--- src/rtl/lsu_pkg.sv ---
// Shared types and constants for the load/store unit.
// Holds the FSM state encoding and the default timeout length.
package lsu_pkg;

   localparam int TIMEOUT_CYC_DEFAULT = 64;

   typedef enum logic [1:0] {
      IDLE = 2'd0,
      REQ  = 2'd1,
      WAIT = 2'd2,
      DONE = 2'd3
   } lsu_state_t;

endpackage

--- src/rtl/lsu_timer.sv ---
// Saturating cycle counter that bounds how long one access may spend in REQ+WAIT.
// expired is raised in the last allowed cycle so the FSM leaves after exactly TIMEOUT_CYC cycles.
module lsu_timer
   import lsu_pkg::*;
#(
   parameter int TIMEOUT_CYC = TIMEOUT_CYC_DEFAULT
) (
   input  logic clk,
   input  logic reset,
   input  logic clear,
   input  logic enable,
   output logic expired
);

   localparam int CNT_W = $clog2(TIMEOUT_CYC + 1);
   localparam logic [CNT_W-1:0] LIMIT = CNT_W'(TIMEOUT_CYC);
   localparam logic [CNT_W-1:0] LAST  = CNT_W'(TIMEOUT_CYC - 1);

   logic [CNT_W-1:0] count;

   always_ff @(posedge clk or negedge reset) begin
      if (!reset) begin
         count <= '0;
      end else if (clear) begin
         count <= '0;
      end else if (enable && count != LIMIT) begin
         count <= count + 1'b1;
      end
   end

   assign expired = (count >= LAST);

endmodule

--- src/rtl/load_store_unit.sv ---
// Load/store unit: one memory access per lw/sw, stalling the pipeline until it retires.
// Define LSU_MISALIGN_CHECK_EN to fault misaligned addresses instead of word-aligning them.
module load_store_unit
   import lsu_pkg::*;
#(
   parameter int TIMEOUT_CYC = TIMEOUT_CYC_DEFAULT,
   parameter int ADDR_W      = 32
) (
   input  logic              clk,
   input  logic              reset,
   input  logic              mem_read,
   input  logic              mem_write,
   input  logic [ADDR_W-1:0] addr,
   input  logic [31:0]       wdata,
   output logic              stall,
   output logic              done,
   output logic [31:0]       rdata,
   output logic              fault,
   output logic              mem_req_valid,
   output logic              mem_req_we,
   output logic [ADDR_W-1:0] mem_req_addr,
   output logic [31:0]       mem_req_wdata,
   input  logic              mem_req_ready,
   input  logic              mem_resp_valid,
   input  logic [31:0]       mem_resp_rdata
);

   localparam logic [ADDR_W-1:0] ALIGN_MASK = ~ADDR_W'(3);

   lsu_state_t        state;
   logic [ADDR_W-1:0] addr_q;
   logic [31:0]       wdata_q;
   logic              we_q;
   logic              misalign;
   logic              start;
   logic              expired;

`ifdef LSU_MISALIGN_CHECK_EN
   assign misalign = |addr[1:0];
`else
   assign misalign = 1'b0;
`endif

   assign start = (state == IDLE) && (mem_read ^ mem_write) && !misalign;

   lsu_timer #(.TIMEOUT_CYC(TIMEOUT_CYC)) u_timer (
      .clk     (clk),
      .reset   (reset),
      .clear   (start),
      .enable  ((state == REQ) || (state == WAIT)),
      .expired (expired)
   );

   always_ff @(posedge clk or negedge reset) begin
      if (!reset) begin
         state   <= IDLE;
         addr_q  <= '0;
         wdata_q <= '0;
         we_q    <= 1'b0;
         rdata   <= '0;
         fault   <= 1'b0;
      end else begin
         case (state)
            IDLE: begin
               fault <= 1'b0;
               if (mem_read && mem_write) begin
                  state <= DONE;
                  fault <= 1'b1;
               end else if (mem_read || mem_write) begin
                  if (misalign) begin
                     state <= DONE;
                     fault <= 1'b1;
                  end else begin
                     state   <= REQ;
                     addr_q  <= addr;
                     wdata_q <= wdata;
                     we_q    <= mem_write;
                  end
               end
            end
            REQ: begin
               if (mem_req_ready) begin
                  state <= WAIT;
               end else if (expired) begin
                  state <= DONE;
                  fault <= 1'b1;
               end
            end
            WAIT: begin
               // A successful response wins over a timeout landing in the same cycle.
               if (mem_resp_valid) begin
                  state <= DONE;
                  if (!we_q) begin
                     rdata <= mem_resp_rdata;
                  end
               end else if (expired) begin
                  state <= DONE;
                  fault <= 1'b1;
               end
            end
            DONE: begin
               state <= IDLE;
               fault <= 1'b0;
            end
            default: state <= IDLE;
         endcase
      end
   end

   assign done          = (state == DONE);
   assign mem_req_valid = (state == REQ);
   assign mem_req_we    = we_q;
   assign mem_req_wdata = wdata_q;
   assign mem_req_addr  = addr_q & ALIGN_MASK;
   assign stall         = ((state == IDLE) && (mem_read || mem_write))
                        || (state == REQ) || (state == WAIT);

endmodule

--- config.mk ---
export PLATFORM = sky130hd
export DESIGN_NAME = load_store_unit
export DESIGN_NICKNAME = d
export VERILOG_FILES = /design/src/rtl/lsu_pkg.sv /design/src/rtl/lsu_timer.sv /design/src/rtl/load_store_unit.sv
export SDC_FILE = /design/constraint.sdc
export NUM_CORES = 1
export LEC_CHECK = 0
export CAP_MARGIN = 5
export CORE_MARGIN = 2
export CORE_UTILIZATION = 45
export CTS_CLUSTER_SIZE = 14
export DETAILED_ROUTE_END_ITERATION = 8
export GPL_ROUTABILITY_DRIVEN = 0
export GPL_TIMING_DRIVEN = 0
export PLACE_DENSITY = 0.93
export SYNTH_ARGS = -nofsm -noshare
export SYNTH_HDL_FRONTEND = slang
export SYNTH_SLANG_ARGS = --single-unit
--- constraint.sdc ---
create_clock -name clk -period 4.95 [get_ports clk]
set_clock_uncertainty 0.15 [all_clocks]
set_input_delay 0.495 -clock clk [delete_from_list [all_inputs] [get_ports clk]]
set_output_delay 0.495 -clock clk [all_outputs]
set_load 0.02 [all_outputs]
==> impl_metrics.ini <==
[cts]
cts_tree = done
root_buffer = clkbuf_8
postCtsSetupBuffers = 0
numCtsBuffers = 9
clk_latency_ns = 0.37
clock_sinks = 105
clk_pin_slew_ns = 0.08
max-clock-path-buffers = 2
htreeDepth = 3

[pwr]
ir_drop_mv = 0.358
p_leak_uw = 0.00296
pwr_density_cell_nw_per_um2 = 673

[timing]
rsz0062_at_grt = no
min_period_over_period_pct = 56.1
finalHoldViolations = 0
tightest_slew_ns = 0.578
finalSetupViolCount = 0
max_slew_margin_pct = 61.4
fin_ws_ns = 2.17
max_freq_mhz = 360
finalMaxSlewViolations = 0
hold_ws_ns = 0.359
period_needed_ns = 2.78

[yosys]
syn_inst = 281
synthesis.area_um2 = 4400
ys_seq_area_share_pct = 59.8
ys_warn_count = 0
syn_avg_cell_area_um2 = 15.6
synth-seq-cells = 105
synth.distinct_cells = 32

[cells_and_area]
drive_above_1_share_pct = 25.9
fillers = 681
fin_cells = 631
fin_util_pct = 70.3
diodes = 0
syn2layout_area_growth_pct = 54.2
nets = 603

[worst_hold_path]
hold_class = register to register
hold_path_startpoint = mem_req_wdata[2]
holdPathStages = 1
min_delay_worst_endpoint = mem_req_wdata[2]

[critical_path]
crit_required_ns = 4.30
crit_fanout = 3
regToRegSetupSlack_ns = 2.77
cp.arrival_ns = 2.13
r2r-start = state[1]
r2r-end = addr_q[29]
start_kind = primary input
crit_path_end_kind = primary output
crit_type = primary input to primary output
rr_worst_depth = 7

[routing]
vias = 3045
ant_nets = 0
drt-vias-per-instance = 4.83
drcViolationCount = 0
top_layer = met4
drt-pass1-iter-count = 4
post_drt_wl_per_cell_um = 17.5
totalWireLength_mm = 11.1
met2_length_mm = 5.84
wl_met3_um = 758
drt-met1-wl_mm = 4.23
drt_iter0_markers = 62

[floorplanning]
die_y_um = 103
coreArea_um2 = 9640
dieArea_um2 = 10600
io_pins = 203
num_rows = 36
start_util_pct = 45.6
die_width_um = 103

[global_routing]
antenna_found_initial = 0
gr-total-overflow = 0
grt_max_degree = 65
grt_usage_pct = 21.1
grt_pass1_vias = 3272
grt_pass1_wl_mm = 16.6

[place]
portBuffers = 198
place_ws_ns = 2.18
post-dp-hpwl_mm = 8.55
dp.cells = 614

[job]
cap_violations = 0

[run_status]
run_status = finished, final reports clean
cells in the mapped netlist (all sizes together):
| library cell | number | area share [%] |
|---|---|---|
| a211o | 1 | 0.20 |
| a21boi | 1 | 0.17 |
| a21oi | 7 | 0.80 |
| a22oi | 1 | 0.17 |
| and2 | 2 | 0.28 |
| buf | 13 | 3.1 |
| conb | 1 | 0.085 |
| dfrtp | 105 | 60 |
| ha | 8 | 2.3 |
| inv | 6 | 0.51 |
| mux2 | 97 | 27 |
| mux2i | 2 | 0.46 |
| nand2 | 10 | 0.91 |
| nand2b | 2 | 0.28 |
| nand3 | 2 | 0.23 |
| nand4 | 3 | 0.43 |
| nor2 | 6 | 0.68 |
| nor3 | 1 | 0.11 |
| nor4 | 1 | 0.14 |
| nor4bb | 1 | 0.23 |
| o21a | 2 | 0.34 |
| o21ai | 3 | 0.34 |
| o41a | 1 | 0.26 |
| or2 | 1 | 0.14 |
| or3 | 2 | 0.28 |
| xor2 | 2 | 0.40 |
repair_timing:
item	in CTS	in global routing
hold buffers	1	0
endpoints found under the setup margin	0	0
hold endpoints to repair	41	0
gates resized for setup	0	0
critical path: stages:
cell and delay (ns):
clkdlybuf4s50_1 0.50, inv_1 0.06, ha_1 0.20, nand2b_1 0.20, nand2_1 0.08, clkdlybuf4s50_1 0.60
state kept, by name, summed over array words and instances, names as in the netlist:
register and flops:
addr_q 30, fault 1, mem_req_wdata 32, mem_req_we 1, rdata 32, state 2, u_timer.count 7
logic make-up after synthesis:
| kind of cell | share of synthesized area [%] |
|---|---|
| other | 0.0853 |
| DFF | 59.8 |
| adders and majority gates | 2.28 |
| muxes | 27.9 |
| and+or+nand+nor | 3.73 |
| AOI/OAI and AO/OA | 2.28 |
| buffers and inverters | 3.61 |
| xor gates and xnor gates | 0.398 |
stage by stage:
| step | setup TNS, ns | area [um^2] | power (uW) |
|---|---|---|---|
| final | 0 | 6780 | 4560 |
| after global placement | -55.41 | 6550 | 3950 |
| after global routing | 0 | 6780 | 4820 |
| after floorplan | 0 | 4400 | 2900 |
| after detailed placement | 0 | 6570 | 4070 |
| after CTS | 0 | 6780 | 4610 |
how the worst max path moves through the flow:
stage | startpoint | end | slack [ns]
6_report | mem_write | stall | 2.17
5_1_grt | state[1] | stall | 2.09
4_1_cts | mem_read | stall | 2.17
3_5_place_dp | mem_read | stall | 2.18
3_3_place_gp | reset | mem_req_wdata[21] | -0.54
2_1_floorplan | mem_read | addr_q[10] | 3.08
per-layer routing:
metal	GRT usage, %	up-vias
met4	8.91	0
met1	24.0	1492
met3	5.22	21
li1	-	1403
met2	37.8	129
met5	0	-
layout make-up:
cell class / count / area (um^2) / area share [%]
well taps: 133 / 166 / 2.45
multi-input cells: 158 / 1610 / 23.8
repair buffers: 200 / 2020 / 29.7
plain buffers: 13 / 136 / 2.01
inverters: 6 / 22.5 / 0.332
clock buffers: 11 / 141 / 2.09
flip-flops and latches: 105 / 2630 / 38.8
clock inverters: 5 / 55.1 / 0.812
cells in the final DEF, fill, tap and decap left out, drive strengths merged, types with 3 or more instances in the layout:
cell type and n:
a21oi 7, buf 15, clkbuf 11, clkdlybuf4s50 197
dfrtp 105, ha 8, inv 6, mux2 97
nand2 10, nand4 3, nor2 6, o21ai 3
report_power, final:
group | switching [uW] | internal [uW]
clock network | 286 | 246
logic | 1110 | 1370
registers | 255 | 1290
total | 1660 | 2910
Power figures use the tool's default switching activity.
==> RTL edit 1, RTL diff (same settings) <==
Register the output `fault` once more; this adds one clock of latency there. The other outputs are not delayed to match.
--- a/src/rtl/load_store_unit.sv
+++ b/src/rtl/load_store_unit.sv
@@ -27,4 +27,6 @@
 
    localparam logic [ADDR_W-1:0] ALIGN_MASK = ~ADDR_W'(3);
+
+   logic fault_s0;
 
    lsu_state_t        state;
@@ -59,16 +61,16 @@
          we_q    <= 1'b0;
          rdata   <= '0;
-         fault   <= 1'b0;
+         fault_s0 <= 1'b0;
       end else begin
          case (state)
             IDLE: begin
-               fault <= 1'b0;
+               fault_s0 <= 1'b0;
                if (mem_read && mem_write) begin
                   state <= DONE;
-                  fault <= 1'b1;
+                  fault_s0 <= 1'b1;
                end else if (mem_read || mem_write) begin
                   if (misalign) begin
                      state <= DONE;
-                     fault <= 1'b1;
+                     fault_s0 <= 1'b1;
                   end else begin
                      state   <= REQ;
@@ -84,5 +86,5 @@
                end else if (expired) begin
                   state <= DONE;
-                  fault <= 1'b1;
+                  fault_s0 <= 1'b1;
                end
             end
@@ -96,10 +98,10 @@
                end else if (expired) begin
                   state <= DONE;
-                  fault <= 1'b1;
+                  fault_s0 <= 1'b1;
                end
             end
             DONE: begin
                state <= IDLE;
-               fault <= 1'b0;
+               fault_s0 <= 1'b0;
             end
             default: state <= IDLE;
@@ -116,4 +118,8 @@
                         || (state == REQ) || (state == WAIT);
 
+   always_ff @(posedge clk) begin
+      fault <= fault_s0;
+   end
+
 endmodule
 
Check against the original RTL: not equivalent (Yosys sat finds a counterexample within 4 cycles, from zero or initial values and one cycle with reset low).
==> RTL edit 1 against the unedited design <==
Global-route usage is 0.51 points lower; power is 1.1% higher; clock power is 8.6% higher; fmax is 1.0% lower; combinational power hardly changed; worst setup slack worse by 0.029 ns; cell area is 0.55% higher; sequential cell count is 1 higher; routed wire length is 0.70% higher; area after synthesis is 0.46% higher; critical path type unchanged; largest cell class unchanged.
==> RTL edit 1: results (changes against the unedited design) <==
run_status: "finished clean"
worst_slew_pin_slew_ns: 0.588  # +0.00913 ns
hpwlAfterDp_um: 8590  # +0.42%
slowest_delay_ns: 0.60  # about the same
r2r-start: "state[0]$_DFFE_PN0P_"
hold_path.startpoint: "fault_s0$_DFFE_PN0P_"
vias: 3053  # +0.26%
power_uw: 4610  # +1.1%
drtIter0Drc: 52  # -16%
met1_usage_pct: 22.9  # -1.2 points
peakVddDrop_v: 0.000284  # -21%
p_leak_uw: 0.00298  # +0.69%
grt_pass1_vias: 3259  # -0.40%
arrival_ns: 2.16  # +0.03 ns
grt_start_max_net_pins: 64  # -1.5%
holdWs_ns: 0.263  # -0.0964 ns
wl_um: 11100  # +0.70%
ys_ff_latch: 106  # +0.95%
drive_above_1_share_pct: 25.5  # -0.45 points
grtUsageTotal_pct: 20.6  # -0.51 points
swShare_pct: 35.6  # -0.70 points
grt_pass1_wl_um: 16400  # -1.0%
r2r-end: "mem_req_wdata[3]$_DFFE_PN0P_"
nFillCells: 671  # -1.5%
synth_area_leaders: "dfrtp_1 59%, mux2_2 17%, mux2_4 10%"
grtUsageMet2_pct: 38.1  # +0.35 points
clk_pin_slew_ns: 0.10  # +0.02 ns
synth.distinct_cells: 33  # +3.1%
met2_length_um: 5900  # +0.96%
holdPathEnd: "fault$_DFF_P_"
ys_seq_area_share_pct: 59.9  # +0.18 points
clock_cell_area_share_pct: 3.14  # +0.24 points
fin_nets: 604  # +0.17%
hold_depth: 0  # -1
layout.nonclk_buf_share_pct: 31.6  # -0.17 points
use_met3_pct: 5.49  # +0.27 points
route.met3.wl_um: 861  # +14%
seq_area_share_pct: 38.8  # +0.080 points
multi_input_area_share_pct: 23.7  # -0.13 points
async_flop_share_pct: 99.1  # -0.94 points
[RTL edit 1: kinds of logic after synthesis]
| group | after synthesis | synth area share [%] |
|---|---|---|
| simple gates | 31 | 3.71 |
| other cells | 1 | 0.0849 |
| buf+inv | 19 | 3.60 |
| fa+ha+maj | 8 | 2.27 |
| mux | 99 | 27.7 |
| xor+xnor | 2 | 0.397 |
| compound gates | 16 | 2.27 |
| flops | 106 | 59.9 |
[RTL edit 1: per-stage QoR]
stage | area, µm² | std cells | setup WS (ns) | util, %
after detailed placement | 6590 | 615 | 2.15 | 68.4
after global placement | 6570 | 614 | -0.483 | 68.1
after CTS | 6820 | 632 | 2.14 | 70.7
after global routing | 6820 | 632 | 2.04 | 70.7
after floorplan | 4420 | 283 | 3.08 | -
final | 6820 | 632 | 2.14 | 70.7
[RTL edit 1: worst register-to-register path: stages, from the launching register on]
cell,delay [ns]
dfrtp_1,0.43
inv_1,0.12
ha_1,0.14
buf_2,0.18
nand2b_1,0.13
nor2_4,0.27
buf_4,0.28
mux2_2,0.36
==> RTL edit 2, RTL diff (same settings) <==
Made on the original files. The parameter `ADDR_W` goes from 32 to 48.
--- a/src/rtl/load_store_unit.sv
+++ b/src/rtl/load_store_unit.sv
@@ -5,5 +5,5 @@
 #(
    parameter int TIMEOUT_CYC = TIMEOUT_CYC_DEFAULT,
-   parameter int ADDR_W      = 32
+   parameter int ADDR_W      = 48
 ) (
    input  logic              clk,
Interface: changed (resized addr and mem_req_addr); port bits go from 203 to 235. The function was not compared with the original's and may differ.
==> RTL edit 2 against the unedited design <==
Sequential cell count rose by 16; largest power group unchanged; register-to-register slack got worse by 0.08 ns; cell area rose by 19%; area after synthesis rose by 13%; worst setup slack got worse by 0.068 ns; die area rose by 13%; routed wire length rose by 23%; largest cell class unchanged; power rose by 29%.
==> RTL edit 2: results (changes against the unedited design) <==
run_status: "finished clean"
port_buffers: 230  # +16%
cp_max_fo: 9  # +6
synth_area_leaders: "dfrtp_1 61%, mux2_2 19%, mux2_4 9.0%"
nFillCells: 683  # +0.29%
arrival_ns: 2.20  # +0.07 ns
largest_register_ffs: 46
antenna_found_initial: 0  # unchanged
synthAdderAreaFrac_pct: 2.01  # -0.27 points
slowest_delay_ns: 0.64  # +0.04 ns
hold_path.startpoint: "addr_q[3]$_DFFE_PN0P_"
place_inst: 687  # +12%
cts_buffer_depth: 2  # unchanged
top_register: "addr_q"
synth_compound_area_share_pct: 2.01  # -0.27 points
async_flop_share_pct: 100  # unchanged
synthTopCellsByCount: "121 x dfrtp_1, 83 x mux2_2, 30 x mux2_4"
hold_path_class: "flip-flop to flip-flop"
grt_pass1_vias: 3879  # +19%
grtUsageTotal_pct: 23.2  # +2.1 points
worst_slew_pin_slew_ns: 0.551  # -0.0274 ns
post-place-ws_ns: 2.11  # -0.0690 ns
grt_start_max_net_pins: 64  # -1.5%
post_drt_wl_per_cell_um: 18.9  # +7.7%
synth.distinct_cells: 33  # +3.1%
swShare_pct: 35.0  # -1.3 points
critPathLaunch: "state[0]$_DFFE_PN0P_"
clock_latency_ns: 0.51  # +0.14 ns
ys_seq_area_share_pct: 60.8  # +1.0 points
clk_pin_slew_ns: 0.06  # -0.02 ns
place_area_mm2: 0.00749  # +14%
yosysWarnings: 0  # unchanged
drive_above_1_share_pct: 28.4  # +2.5 points
h-tree-depth: 4  # +1
crit_family: "buffers and inverters"
hpwlAfterDp_um: 10300  # +20%
critPathSlowestCell: "clkdlybuf4s50_1"
synthXorXnorAreaFrac_pct: 0.351  # -0.047 points
muxShareOfSynthArea_pct: 28.2  # +0.33 points
ys.flop_type: "dfrtp_1"
numCtsBuffers: 17  # +8
syn_avg_cell_area_um2: 15.8  # +1.1%
p_leak_uw: 0.00353  # +19%
wl_um: 13600  # +23%
drtIter0Drc: 107  # +73%
grt_pass1_wl_um: 20300  # +22%
postCtsSetupRepairBufs: 0  # unchanged
peakVddDrop_v: 0.000429  # +20%
root_buffer: "clkbuf_8"
vias_per_cell: 4.94  # +2.3%
antenna_cells: 0  # unchanged
RTL edit 2: routing by layer:
layer  track usage (%)  part of all wire, %  vias up
met1              23.9                   35     1758
met3              7.05                  6.7       38
li1                  -                    -     1600
met4              10.8                  3.7        0
met5                 0                    0        -
met2              42.5                   55      158
RTL edit 2: power by group through the flow:
stage	Combinational (µW)	Sequential, µW	Clock [µW]
3_5_place_dp	2880	1810	0
5_1_grt	3030	1850	1280
4_1_cts	2900	1800	1230
3_3_place_gp	2780	1750	0
6_report	2870	1800	1210
2_1_floorplan	972	2340	0
RTL edit 2: worst paths after layout:
kind	to	slack [ns]	cells past startpoint
max	stall	2.11	6
min reg2reg	addr_q[3]$_DFFE_PN0P_	0.36	1
max reg2reg	addr_q[16]$_DFFE_PN0P_	2.69	8
max in group asynchronous	addr_q[33]$_DFFE_PN0P_	3.58	3
min in group asynchronous	rdata[11]$_DFFE_PN0P_	0.38	2
min	addr_q[3]$_DFFE_PN0P_	0.36	1
RTL edit 2: area by class of cell:
type	count	area, µm²	share of cell area, %
repair buffers	232	2340	28.9
inverters	6	22.5	0.278
flip-flops and latches	121	3030	37.4
well taps	140	175	2.16
multi-input cells	174	1800	22.2
plain buffers	15	140	1.73
clock inverters	15	176	2.18
clock buffers	17	414	5.12
RTL edit 2: worst reg2reg max path, delay by kind of cell, from the launching register on:
kind / cells / cell delay (ns)
muxes: 1 / 0.37
and+or+nand+nor: 2 / 0.32
adders and majority gates: 1 / 0.15
buffers and inverters: 4 / 0.73
DFF: 1 / 0.41
RTL edit 2: repair_timing:
| action | 4_1_cts | 5_1_grt |
|---|---|---|
| hold buffers | 1 | 0 |
| hold endpoints to repair | 58 | 0 |
| resized for setup | 0 | 0 |
